**src/rtl/cpu_pkg.sv**
```systemverilog
// Shared types and constants for the 8-bit pipelined processor.
// Also holds the write-back source select encoding used by the WB stage.
package cpu_pkg;

   localparam int DATA_W    = 8;
   localparam int ADDR_W    = 2;
   localparam int REG_COUNT = 2 ** ADDR_W;

   typedef logic [ADDR_W-1:0] reg_idx_t;
   typedef logic [DATA_W-1:0] word_t;

   typedef enum logic {
      WB_SRC_ALU = 1'b0,
      WB_SRC_MEM = 1'b1
   } wb_src_e;

endpackage

```
**src/rtl/regfile_4x8.sv**
```systemverilog
// Architectural register file: one write port, two combinational read ports.
// Reads bypass the write that is pending on the write port this cycle.
module regfile_4x8
   import cpu_pkg::*;
#(
   parameter int                DATA_W    = 8,
   parameter int                ADDR_W    = 2,
   parameter int                REG_COUNT = 4,
   parameter logic [DATA_W-1:0] RESET_VAL = '0
) (
   input  logic              clock,
   input  logic              reset,
   input  logic              wr_en,
   input  logic [ADDR_W-1:0] wr_idx,
   input  logic [DATA_W-1:0] wr_data,
   input  logic [ADDR_W-1:0] rs1,
   input  logic [ADDR_W-1:0] rs2,
   output logic [DATA_W-1:0] rs1_val,
   output logic [DATA_W-1:0] rs2_val
);

   logic [DATA_W-1:0] regs [REG_COUNT];

   always_ff @(posedge clock) begin
      if (reset) begin
         for (int i = 0; i < REG_COUNT; i++) begin
            regs[i] <= RESET_VAL;
         end
      end else if (wr_en) begin
         regs[wr_idx] <= wr_data;
      end
   end

   always_comb begin
      rs1_val = regs[rs1];
      rs2_val = regs[rs2];
      if (wr_en && (wr_idx == rs1)) begin
         rs1_val = wr_data;
      end
      if (wr_en && (wr_idx == rs2)) begin
         rs2_val = wr_data;
      end
   end

endmodule

```
**src/rtl/wb_stage.sv**
```systemverilog
// Write-back stage: MEM/WB pipeline register, source mux, commit counter,
// forwarding outputs, and the register file it commits into.
module wb_stage
   import cpu_pkg::*;
#(
   parameter int                DATA_W    = 8,
   parameter int                ADDR_W    = 2,
   parameter int                REG_COUNT = 4,
   parameter logic [DATA_W-1:0] RESET_VAL = '0
) (
   input  logic              clock,
   input  logic              reset,
   input  logic              Wr_MEM,
   input  logic              Rm_MEM,
   input  logic [ADDR_W-1:0] rdmem,
   input  logic [DATA_W-1:0] acOutWb,
   input  logic [DATA_W-1:0] data_out,
   input  logic              flush,
   input  logic [ADDR_W-1:0] rs1,
   input  logic [ADDR_W-1:0] rs2,
   output logic [DATA_W-1:0] rs1_val,
   output logic [DATA_W-1:0] rs2_val,
   output logic              fwd_valid,
   output logic [ADDR_W-1:0] fwd_rd,
   output logic [DATA_W-1:0] fwd_val,
   output logic [7:0]        wb_count
);

   wb_src_e           wb_src;
   logic [DATA_W-1:0] wb_val_p0;

   logic              wb_wr_p1;
   logic [ADDR_W-1:0] wb_rd_p1;
   logic [DATA_W-1:0] wb_val_p1;

   // Stage 0: resolve the write-back source before capture
   always_comb begin
      wb_src    = Rm_MEM ? WB_SRC_MEM : WB_SRC_ALU;
      wb_val_p0 = acOutWb;
      case (wb_src)
         WB_SRC_MEM: wb_val_p0 = data_out;
         default:    wb_val_p0 = acOutWb;
      endcase
   end

   // Stage 1: MEM/WB pipeline register; a flushed slot keeps rd/val but is invalid
   always_ff @(posedge clock) begin
      if (reset) begin
         wb_wr_p1  <= 1'b0;
         wb_rd_p1  <= '0;
         wb_val_p1 <= RESET_VAL;
      end else begin
         wb_wr_p1  <= Wr_MEM & ~flush;
         wb_rd_p1  <= rdmem;
         wb_val_p1 <= wb_val_p0;
      end
   end

   // Stage 2: commit; reset drops whatever is pending in stage 1
   always_ff @(posedge clock) begin
      if (reset) begin
         wb_count <= 8'h00;
      end else if (wb_wr_p1) begin
         wb_count <= wb_count + 8'd1;
      end
   end

   regfile_4x8 #(
      .DATA_W    (DATA_W),
      .ADDR_W    (ADDR_W),
      .REG_COUNT (REG_COUNT),
      .RESET_VAL (RESET_VAL)
   ) u_regfile (
      .clock   (clock),
      .reset   (reset),
      .wr_en   (wb_wr_p1),
      .wr_idx  (wb_rd_p1),
      .wr_data (wb_val_p1),
      .rs1     (rs1),
      .rs2     (rs2),
      .rs1_val (rs1_val),
      .rs2_val (rs2_val)
   );

   assign fwd_valid = wb_wr_p1;
   assign fwd_rd    = wb_rd_p1;
   assign fwd_val   = wb_val_p1;

endmodule

```
**config.mk**
```make
export PLATFORM = sky130hd
export DESIGN_NAME = wb_stage
export DESIGN_NICKNAME = d
export VERILOG_FILES = /design/src/rtl/cpu_pkg.sv /design/src/rtl/regfile_4x8.sv /design/src/rtl/wb_stage.sv
export SDC_FILE = /design/constraint.sdc
export NUM_CORES = 1
export LEC_CHECK = 0
export CELL_PAD_IN_SITES_DETAIL_PLACEMENT = 1
export CELL_PAD_IN_SITES_GLOBAL_PLACEMENT = 1
export CORE_MARGIN = 2
export CORE_UTILIZATION = 38
export DETAILED_ROUTE_END_ITERATION = 8
export PLACE_DENSITY_LB_ADDON = 0.25
export RECOVER_POWER = 25
export SYNTH_ARGS = -nofsm -noshare
export SYNTH_HDL_FRONTEND = slang
export SYNTH_HIERARCHICAL = 1
export SYNTH_SLANG_ARGS = --single-unit
```
**constraint.sdc**
```tcl
create_clock -name clock -period 2.5 [get_ports clock]
set_input_delay 0.75 -clock clock [delete_from_list [all_inputs] [get_ports clock]]
set_output_delay 0.75 -clock clock [all_outputs]
set_load 0.01 [all_outputs]
```
# Word level (Yosys, flattened, before mapping)
# Memories as Yosys holds them, arrays and structs flattened.
# Cells that the tools add are included.
# word_totals
regBits	19
output_inout_bits	35
word_cells	25
mem_count	1
mem_bits_rw	32
# mem_list
name	depth	word_bits	read_ports	rd_clocked_by_memory_dff	wr	line	text
u_regfile.regs	4	8	2	0	4	regfile_4x8.sv:22	logic [DATA_W-1:0] regs [REG_COUNT];
# classes
bitwise_logic	2
add_sub_neg	1
reduce_logical	3
muxes	12
eq_ne	2
# op_table
op	n
$mux 8	4
$add 8x1->8 const B	1
$reduce_or 8->1	1
$mux 1	7
$eq 2x2->1	2
$logic_and 1x1->1	2
$mux 2	1
$and 1x1->1	1
$not 1->1	1

# Longest topological paths before layout
# Gate-level depths: netlist of the first run.
# logic_depth
ltp_word	5
depth_mapped	4
depth_no_buf	4

# Hierarchy
# Netlist of the first run, hierarchy kept.
# modules_own_cells
module	instances	area_per_inst_um2	cells_per_inst
regfile_4x8	1	1856.8	115
wb_stage	1	699.4	69

# Least setup slack after synthesis of the first run
# No wires, ideal clock.
# synth_timing
path_kind	input port to output port
startpoint	input port rs1[0]
endpoint	output port rs1_val[0]
path_slack_ps	31
arrival_ps	1719
required_ps	1750
path_stages	3
n_path_buf	1
path_cell_list	buf_4 -> mux4_2 -> mux2_2
# synth_between
elab_chain_cells	3
elab_cells_between_ends	4
cone_classes	eq/ne: 1; mux: 1; reduce/logical: 1; memory: 1
# synth_lines
item	line	text
from (decl)	wb_stage.sv:19	input logic [ADDR_W-1:0] rs1,
branches (longest 2 deep; another with $mem_v2 4x8)	n/a	
$mux 8 (*)	regfile_4x8.sv:37	if (wr_en && (wr_idx == rs1)) begin
to (decl)	wb_stage.sv:21	output logic [DATA_W-1:0] rs1_val,
# Mark *: on every way between the ends.

# Final worst setup path of the first run
# layout_timing
startpoint	input port rs2[0]
endpoint	output port rs2_val[3]
# layout_between
elab_chain_cells	3
elab_cells_between_ends	4
cone_classes	eq/ne: 1; mux: 1; reduce/logical: 1; memory: 1
# layout_lines
item	line	text
from (decl)	wb_stage.sv:20	input logic [ADDR_W-1:0] rs2,
branches (longest 2 deep; another with $mem_v2 4x8)	n/a	
$mux 8 (*)	regfile_4x8.sv:40	if (wr_en && (wr_idx == rs2)) begin
to (decl)	wb_stage.sv:22	output logic [DATA_W-1:0] rs2_val,
# Marked as above.

==> out/qor.txt, run 1 <==
status: finished, violations left
failing checks: negative setup slack
Least-Margin Pin Slew: 0.631 ns
Crit path max-delay family: multiplexers
FP Rows: 29
GP Congestion: 0.766
Wirelength per Cell: 19.1 um
Storage cell area: 1340 um2
hold crit path type: reg -> reg
H-Tree Depth: 2
final hold vios: 0
first-pass GRT wire length: 10.4 mm
CP Launch Type: input pin
sw frac: 23.0%
CP max-delay cell: mux4_2
Cell Chain, Critical Path: buf_8 -> buf_16 -> mux4_2 -> mux2_4 -> buf_6
Worst IR Drop VDD: 251 uV
Yosys top cell area share: 37.6%
final wirelength: 6.43 mm
WP buf/inv: 3
fill count: 646
global routing usage on met3: 3.95%
Core Box Area: 6420 um2
yosys warns: 6
cts hold-fix bufs: 0
layout cells sized above 1: 32.0%
number of max-cap violations: 0
GRT busiest layer: met2
Critical Path AT: 1.88 ns
GRT Resource Usage Total: 18.8%
Post-Syn Area: 2560 um2
RSZ-0062 raised after global routing: true
Setup Buffers After CTS: 0
drc violations: 0
fin. max-slew vios: 0
total clock sinks: 51
switching pwr: 0.411 mW
nets: 286
Seq pwr share: 53.2%
Buffers on Ports: 61
worst skew pair latency: 0.31 ns
initial cell density of the core: 39.8%
PwrDens: 494 nW/um2
Internal Pwr Total: 1.38 mW
commonest non-fill, non-tap cell in the layout: clkdlybuf4s50_1
initial antenna violation count: 0
P_leak: 1.44 nW
crit-path max FO: 4
Synth Area per Inst: 13.9 um2
worst hold slack: 0.498 ns
Crit Path Category: in -> out
ANT cells: 0
area of the multi-input gates: 1280 um2
Setup WS post-layout: -0.130 ns
combinational power share: 17.7%
Final Util: 56.4%
count of unique library cells instantiated by Yosys: 29
final setup TNS: -1.66 ns
Cells after Synth: 184
grt met2 use: 33.3%
Max clock buf depth: 2
Die W: 86.0 um
Fmax: 380 MHz
Post-DRT Antenna Nets: 0
dominant cell type by area after synthesis: edfxtp_1
final setup vio count: 16
Synth Register Bits: 51
most frequent cells in the layout: 39 x clkdlybuf4s50_1, 32 x and2_1, 32 x edfxtp_1
syn_nets: 212
TritonCTS clock tree: done
Die Y-Extent: 86.0 um
DR vias/cell: 5.28
top cells by area, synth: edfxtp_1 38%, dfxtp_1 15%, mux4_2 14%, and2_1 7.8%, mux2_2 7.0%
M1 GR Usage: 23.2%
Clock transition at path regs: 0.09 ns
Tmin final: 2.63 ns
Clock Skew: 0.00906 ns
Detailed Place HPWL: 4.63 mm
largest net degree at the start of global routing: 25
max_slew headroom: 57.7%
Root Driver: clkbuf_8
CP required: 1.75 ns
Largest stage delay, worst path: 0.51 ns
period utilization: 105%
Overflow after GRT: 0
total number of vias: 1775
DR pass1 iterations: 4
synth-to-layout area growth: 41.7%
vias in the first global route: 1969
Detailed Route Iter0 Violations: 63
Clk pwr share: 29.1%
num ports: 62
part of the Yosys area used for sequential elements: 52.5%
full die area: 7400 um2
CP endpoint kind: primary output
CTS Buf Count: 5
==> cells by family (layout without fill, tap and decap cells) <==
kind of cell / after synthesis / after routing / synth area share [%]
fa+ha+maj: 1 / 1 / 0.489
simple gates: 68 / 68 / 16.3
flops: 51 / 51 / 52.5
buf+inv: 8 / 83 / 1.81
xor+xnor: 8 / 8 / 2.74
mux: 41 / 41 / 24.7
compound gates: 7 / 7 / 1.52
==> cell type report <==
class | count | area share, %
Timing Repair Buffer | 75 | 22.2
Sequential cell | 51 | 37.0
Clock inverter | 1 | 0.173
Tap cell | 77 | 2.66
Multi-Input combinational cell | 125 | 35.2
Clock buffer | 7 | 2.69
==> power groups by stage <==
stage | clock (mW) | combinational (mW) | sequential (mW)
finish | 0.521 | 0.317 | 0.953
global route | 0.563 | 0.338 | 0.958
CTS | 0.538 | 0.321 | 0.954
detailed placement | 0 | 0.274 | 0.970
global placement | 0 | 0.270 | 0.967
floorplan | 0 | 0.126 | 0.964
==> cells in the mapped netlist (all sizes together) <==
| cell type | number |
|---|---|
| ha | 1 |
| dfxtp | 19 |
| a31o | 1 |
| and2 | 32 |
| nor2 | 13 |
| clkbuf | 1 |
| nand2b | 1 |
| or3 | 3 |
| nand4 | 3 |
| mux2 | 16 |
| edfxtp | 32 |
| nor2b | 3 |
| o21ai | 3 |
| nor3b | 3 |
| mux4 | 16 |
| nand2 | 2 |
| mux2i | 9 |
| a21oi | 3 |
| xor2 | 3 |
| buf | 7 |
| xnor2 | 5 |
| or2 | 3 |
| nor3 | 1 |
| nand3 | 4 |
==> worst reg2reg max path, stage by stage (launching register included) <==
cell and delay (ns):
dfxtp_1 0.50, buf_4 0.24, nand2b_1 0.13, nor3_2 0.50, or2_2 0.37
==> sequential cells by signal (all words and copies together), names as in the netlist <==
register and cells:
u_regfile/regs 32, fwd_valid 1, wb_count 8, fwd_rd 2
fwd_val 8
==> metal layers <==
layer,share of wire (%),up-vias
met1,43,887
met3,4.5,5
met5,0,-
met2,52,53
met4,0.92,0
li1,-,830
==> timing repair <==
item | in CTS | in global routing
gates resized for setup | 127 | 2
setup endpoints to repair | 16 | 16
cloned | 2 | 0
pin swaps | 5 | 0
==> path summary, 6_finish.rpt <==
path                                        endpoint  slack, ns  depth (start not counted)        start
worst max-delay path                      rs2_val[3]      -0.13                          5       rs2[0]
worst min-delay path                     wb_count[7]       0.50                          2  wb_count[7]
worst max register to register  u_regfile/regs[0][3]       0.44                          4    fwd_valid
worst min register to register           wb_count[7]       0.50                          2  wb_count[7]
==> per-stage QoR <==
stage               area [um2]  power [mW]  setup slack [ns]  std cells
detailed placement        3330        1.24            -0.957        326
finish                    3620        1.79            -0.130        336
global route              3620        1.86            -0.161        336
floorplan                 2560        1.09            0.0311        184
CTS                       3630        1.81            -0.123        336
global placement          3330        1.24            -0.923        326
No activity file was read; power rests on OpenSTA's default activity.
==> run 2: changes to the inputs <==
Settings changed: RECOVER_POWER 25 to 50.
==> out/qor.txt, run 2 (synthesized netlist as in run 1, its figures left out) <==
status: finished, violations left
failing checks: negative setup slack
CP endpoint kind: primary output
Cell Chain, Critical Path: buf_8 -> buf_16 -> mux4_2 -> mux2_4 -> buf_6
Post-DRT Antenna Nets: 0
max_slew headroom: 56.2%
Least-Margin Pin Slew: 0.653 ns
largest net degree at the start of global routing: 25
total clock sinks: 51
FP Rows: 29
RSZ-0062 raised after global routing: true
Crit Path Category: in -> out
PwrDens: 495 nW/um2
initial antenna violation count: 0
Largest register FFs: 32
Clock Skew: 0.00896 ns
vias in the first global route: 1969
full die area: 7400 um2
CP required: 1.75 ns
TritonCTS clock tree: done
Detailed Route Iter0 Violations: 66
nets: 286
Tmin final: 2.63 ns
GRT Resource Usage Total: 18.8%
Final Power: 1.79 mW
ANT cells: 0
drc violations: 0
fill count: 647
CP Launch Type: input pin
Die W: 86.0 um
DR pass1 iterations: 6
Max clock buf depth: 2
synth-to-layout area growth: 41.6%
Fmax: 380 MHz
period utilization: 105%
Die Y-Extent: 86.0 um
DR vias/cell: 5.28
Wirelength per Cell: 19.2 um
P_leak: 1.42 nW
fin. max-slew vios: 0
layout cells sized above 1: 30.9%
number of max-cap violations: 0
Core Box Area: 6420 um2
most frequent cells in the layout: 39 x clkdlybuf4s50_1, 32 x edfxtp_1, 24 x and2_1
final wirelength: 6.45 mm
initial cell density of the core: 39.8%
total number of vias: 1773
Final Util: 56.3%
Worst IR Drop VDD: 251 uV
Critical Path AT: 1.88 ns
Detailed Place HPWL: 4.63 mm
CP max-delay cell: mux4_2
worst skew pair latency: 0.31 ns
Setup WS post-layout: -0.131 ns
Largest stage delay, worst path: 0.51 ns
first-pass GRT wire length: 10.4 mm
crit-path max FO: 4
num ports: 62
Root Driver: clkbuf_8
final hold vios: 0
Most flops, register: u_regfile/regs
CTS Buf Count: 5
hold crit path type: reg -> reg
H-Tree Depth: 2
commonest non-fill, non-tap cell in the layout: clkdlybuf4s50_1
Overflow after GRT: 0
final setup vio count: 16
Clock transition at path regs: 0.09 ns
GP Congestion: 0.766
Buffers on Ports: 61
[run 2: timing repair]
| item | CTS | global route |
|---|---|---|
| buffers inserted | 0 | 0 |
| cloned | 2 | 0 |
| setup endpoints to repair | 16 | 16 |
| pin swaps | 5 | 0 |
| resized for setup | 127 | 2 |
| hold buffers | 0 | 0 |
[run 2: routing by layer]
metal / vias to the layer above / wire length, um / track usage (%)
met5: - / 0 / 0
met4: 0 / 68 / 5.48
met3: 7 / 294 / 3.95
met2: 53 / 3360 / 33.3
met1: 880 / 2730 / 23.2
li1: 833 / - / -
[run 2: final cells by class]
cell class	count	area (um2)	share of cell area, %
clock buffer	7	97.6	2.70
clock inverter	1	6.26	0.173
multi-input combinational	125	1280	35.3
sequential	51	1340	37.1
tap	77	96.3	2.66
timing repair buffer	75	801	22.1
[run 2: power by group]
group / internal [mW] / total, mW / switching (mW)
sequential: 0.920 / 0.953 / 0.0330
combinational: 0.199 / 0.316 / 0.118
clock: 0.259 / 0.522 / 0.263
total: 1.38 / 1.79 / 0.413
[run 2: worst max-delay path: cells and delay by family]
kind,cells,cell delay [ns]
buffers and inverters,3,0.34
muxes,2,0.79
[run 2: stage by stage]
step / hold slack [ns] / instances / area (um2) / setup slack (ns) / TNS (ns)
3_5_place_dp: 0.484 / 326 / 3330 / -0.957 / -16.19
6_report: 0.498 / 336 / 3620 / -0.131 / -1.66
4_1_cts: 0.503 / 336 / 3630 / -0.123 / -1.76
2_1_floorplan: 0.502 / 184 / 2560 / 0.0311 / 0
3_3_place_gp: 0.475 / 326 / 3330 / -0.923 / -15.49
5_1_grt: 0.529 / 336 / 3620 / -0.161 / -2.55
[run 2: worst paths after layout]
check	from	to	slack, ns	cells past startpoint
min reg2reg	wb_count[7]	wb_count[7]	0.50	2
max reg2reg	fwd_valid	u_regfile/regs[0][2]	0.42	4
min	wb_count[7]	wb_count[7]	0.50	2
max	rs2[0]	rs2_val[3]	-0.13	5
==> run 3: changes to the inputs <==
Settings changed: CORE_ASPECT_RATIO set to 0.5.
Clock period 2.5 ns to 3.12 ns, I/O delays scaled along.
==> out/qor.txt, run 3 (synthesized netlist as in run 1, its figures left out) <==
status: completed
layout cells sized above 1: 32.6%
Core Box Area: 6600 um2
full die area: 7440 um2
final wirelength: 6.47 mm
Internal Pwr Total: 1.21 mW
period utilization: 99.6%
fill count: 671
Setup Buffers After CTS: 0
worst skew pair latency: 0.28 ns
Root Driver: clkbuf_16
CP Launch Type: input pin
DR vias/cell: 4.96
fin. max-slew vios: 0
RSZ-0062 raised after global routing: true
PwrDens: 438 nW/um2
Overflow after GRT: 0
Largest stage delay, worst path: 0.48 ns
TritonCTS clock tree: done
hold crit path type: reg -> reg
sw frac: 22.0%
GRT Resource Usage Total: 18.4%
Worst IR Drop VDD: 200 uV
ANT cells: 0
CTS Buf Count: 5
Critical Path AT: 2.17 ns
Largest register FFs: 32
CP required: 2.18 ns
Die Y-Extent: 62.0 um
Clk pwr share: 36.9%
GP Congestion: 0.764
most frequent cells in the layout: 38 x clkdlybuf4s50_1, 32 x edfxtp_1, 19 x dfxtp_1
Detailed Place HPWL: 4.63 mm
Fmax: 322 MHz
switching pwr: 0.342 mW
final setup vio count: 0
total clock sinks: 51
Post-DRT Antenna Nets: 0
first-pass GRT wire length: 9.76 mm
DR pass1 iterations: 4
Crit path max-delay family: multiplexers
total number of vias: 1750
Most flops, register: u_regfile/regs
Setup WS post-layout: 0.0119 ns
Final Power: 1.55 mW
WP buf/inv: 3
max_slew headroom: 30.7%
nets: 288
P_leak: 1.36 nW
Detailed Route Iter0 Violations: 53
drc violations: 0
Hold Path Origin: wb_count[7]
Seq pwr share: 49.3%
Post-Place Worst Slack: -0.686 ns
Max clock buf depth: 2
commonest non-fill, non-tap cell in the layout: clkdlybuf4s50_1
vias in the first global route: 1856
largest net degree at the start of global routing: 25
Wirelength per Cell: 18.3 um
cts hold-fix bufs: 0
Buffers on Ports: 61
Tmin final: 3.11 ns
CP max-delay cell: mux4_2
crit-path max FO: 5
Clock Skew: 0.00468 ns
Die W: 120 um
final hold vios: 0
placed instance area: 3370 um2
synth-to-layout area growth: 38.5%
CP endpoint kind: primary output
Clock transition at path regs: 0.07 ns
initial cell density of the core: 38.8%
Crit Path Category: in -> out
Least-Margin Pin Slew: 1.04 ns
Cell Chain, Critical Path: buf_4 -> buf_12 -> mux4_2 -> mux2_2 -> clkdlybuf4s15_2
initial antenna violation count: 0
number of max-cap violations: 0
combinational power share: 13.8%
FP Rows: 21
num ports: 62
CP startpoint: rs1[0]
FF-to-FF Start: fwd_valid
H-Tree Depth: 2
Finished Cell Area: 3540 um2
[run 3: cell count changes in the layout (fill, tap and decap cells not counted), sizes merged]
cell,previous run,this run
inv,1,0
clkdlybuf4s50,39,38
clkbuf,9,12
buf,32,27
clkdlybuf4s15,0,5
dlygate4sd3,2,3
[run 3: tightest hold or removal path: stages (launching register included)]
cell,delay [ns]
dfxtp_1,0.31
o21ai_0,0.07
a21oi_1,0.06
[run 3: final cells by class]
| cell class | count | area, um2 | share of cell area (%) |
|---|---|---|---|
| clock buffers | 8 | 156 | 4.42 |
| multi-input cells | 125 | 1190 | 33.7 |
| flip-flops and latches | 51 | 1340 | 37.9 |
| well taps | 92 | 115 | 3.25 |
| repair buffers | 77 | 736 | 20.8 |
[run 3: routing by layer]
layer / track usage, % / vias up / share of wire, %
met3: 4.47 / 7 / 4.4
met1: 22.7 / 856 / 46
li1: - / 834 / -
met5: 0 / - / 0
met4: 6.72 / 0 / 0.96
met2: 32.7 / 53 / 48
[run 3: power by group through the flow]
stage          clock (mW)  sequential, mW  combinational, mW
4_1_cts             0.581           0.765              0.221
3_3_place_gp            0           0.777              0.216
2_1_floorplan           0           0.773              0.101
3_5_place_dp            0           0.779              0.218
6_report            0.572           0.765              0.215
5_1_grt             0.615           0.768              0.230
[run 3: through the flow]
step / util (%) / instances / TNS [ns] / hold WS [ns]
3_3_place_gp: 51.0 / 343 / -10.64 / 0.468
4_1_cts: 54.3 / 353 / 0 / 0.495
3_5_place_dp: 51.0 / 343 / -10.67 / 0.484
2_1_floorplan: - / 184 / 0 / 0.502
6_report: 53.7 / 353 / 0 / 0.485
5_1_grt: 53.7 / 353 / -0.0631 / 0.557
[run 3: worst paths after layout]
kind	to	slack (ns)	depth (start not counted)
worst min register to register	wb_count[7]	0.48	2
worst max register to register	u_regfile/regs[0][4]	1.07	4
worst min-delay path	wb_count[7]	0.48	2
worst max-delay path	rs1_val[3]	0.01	5
[run 3: what timing repair did]
| item | CTS | global route |
|---|---|---|
| pin swaps | 3 | 0 |
| resized for setup | 81 | 5 |
| cloned | 2 | 0 |
| endpoints found under the setup margin | 16 | 8 |
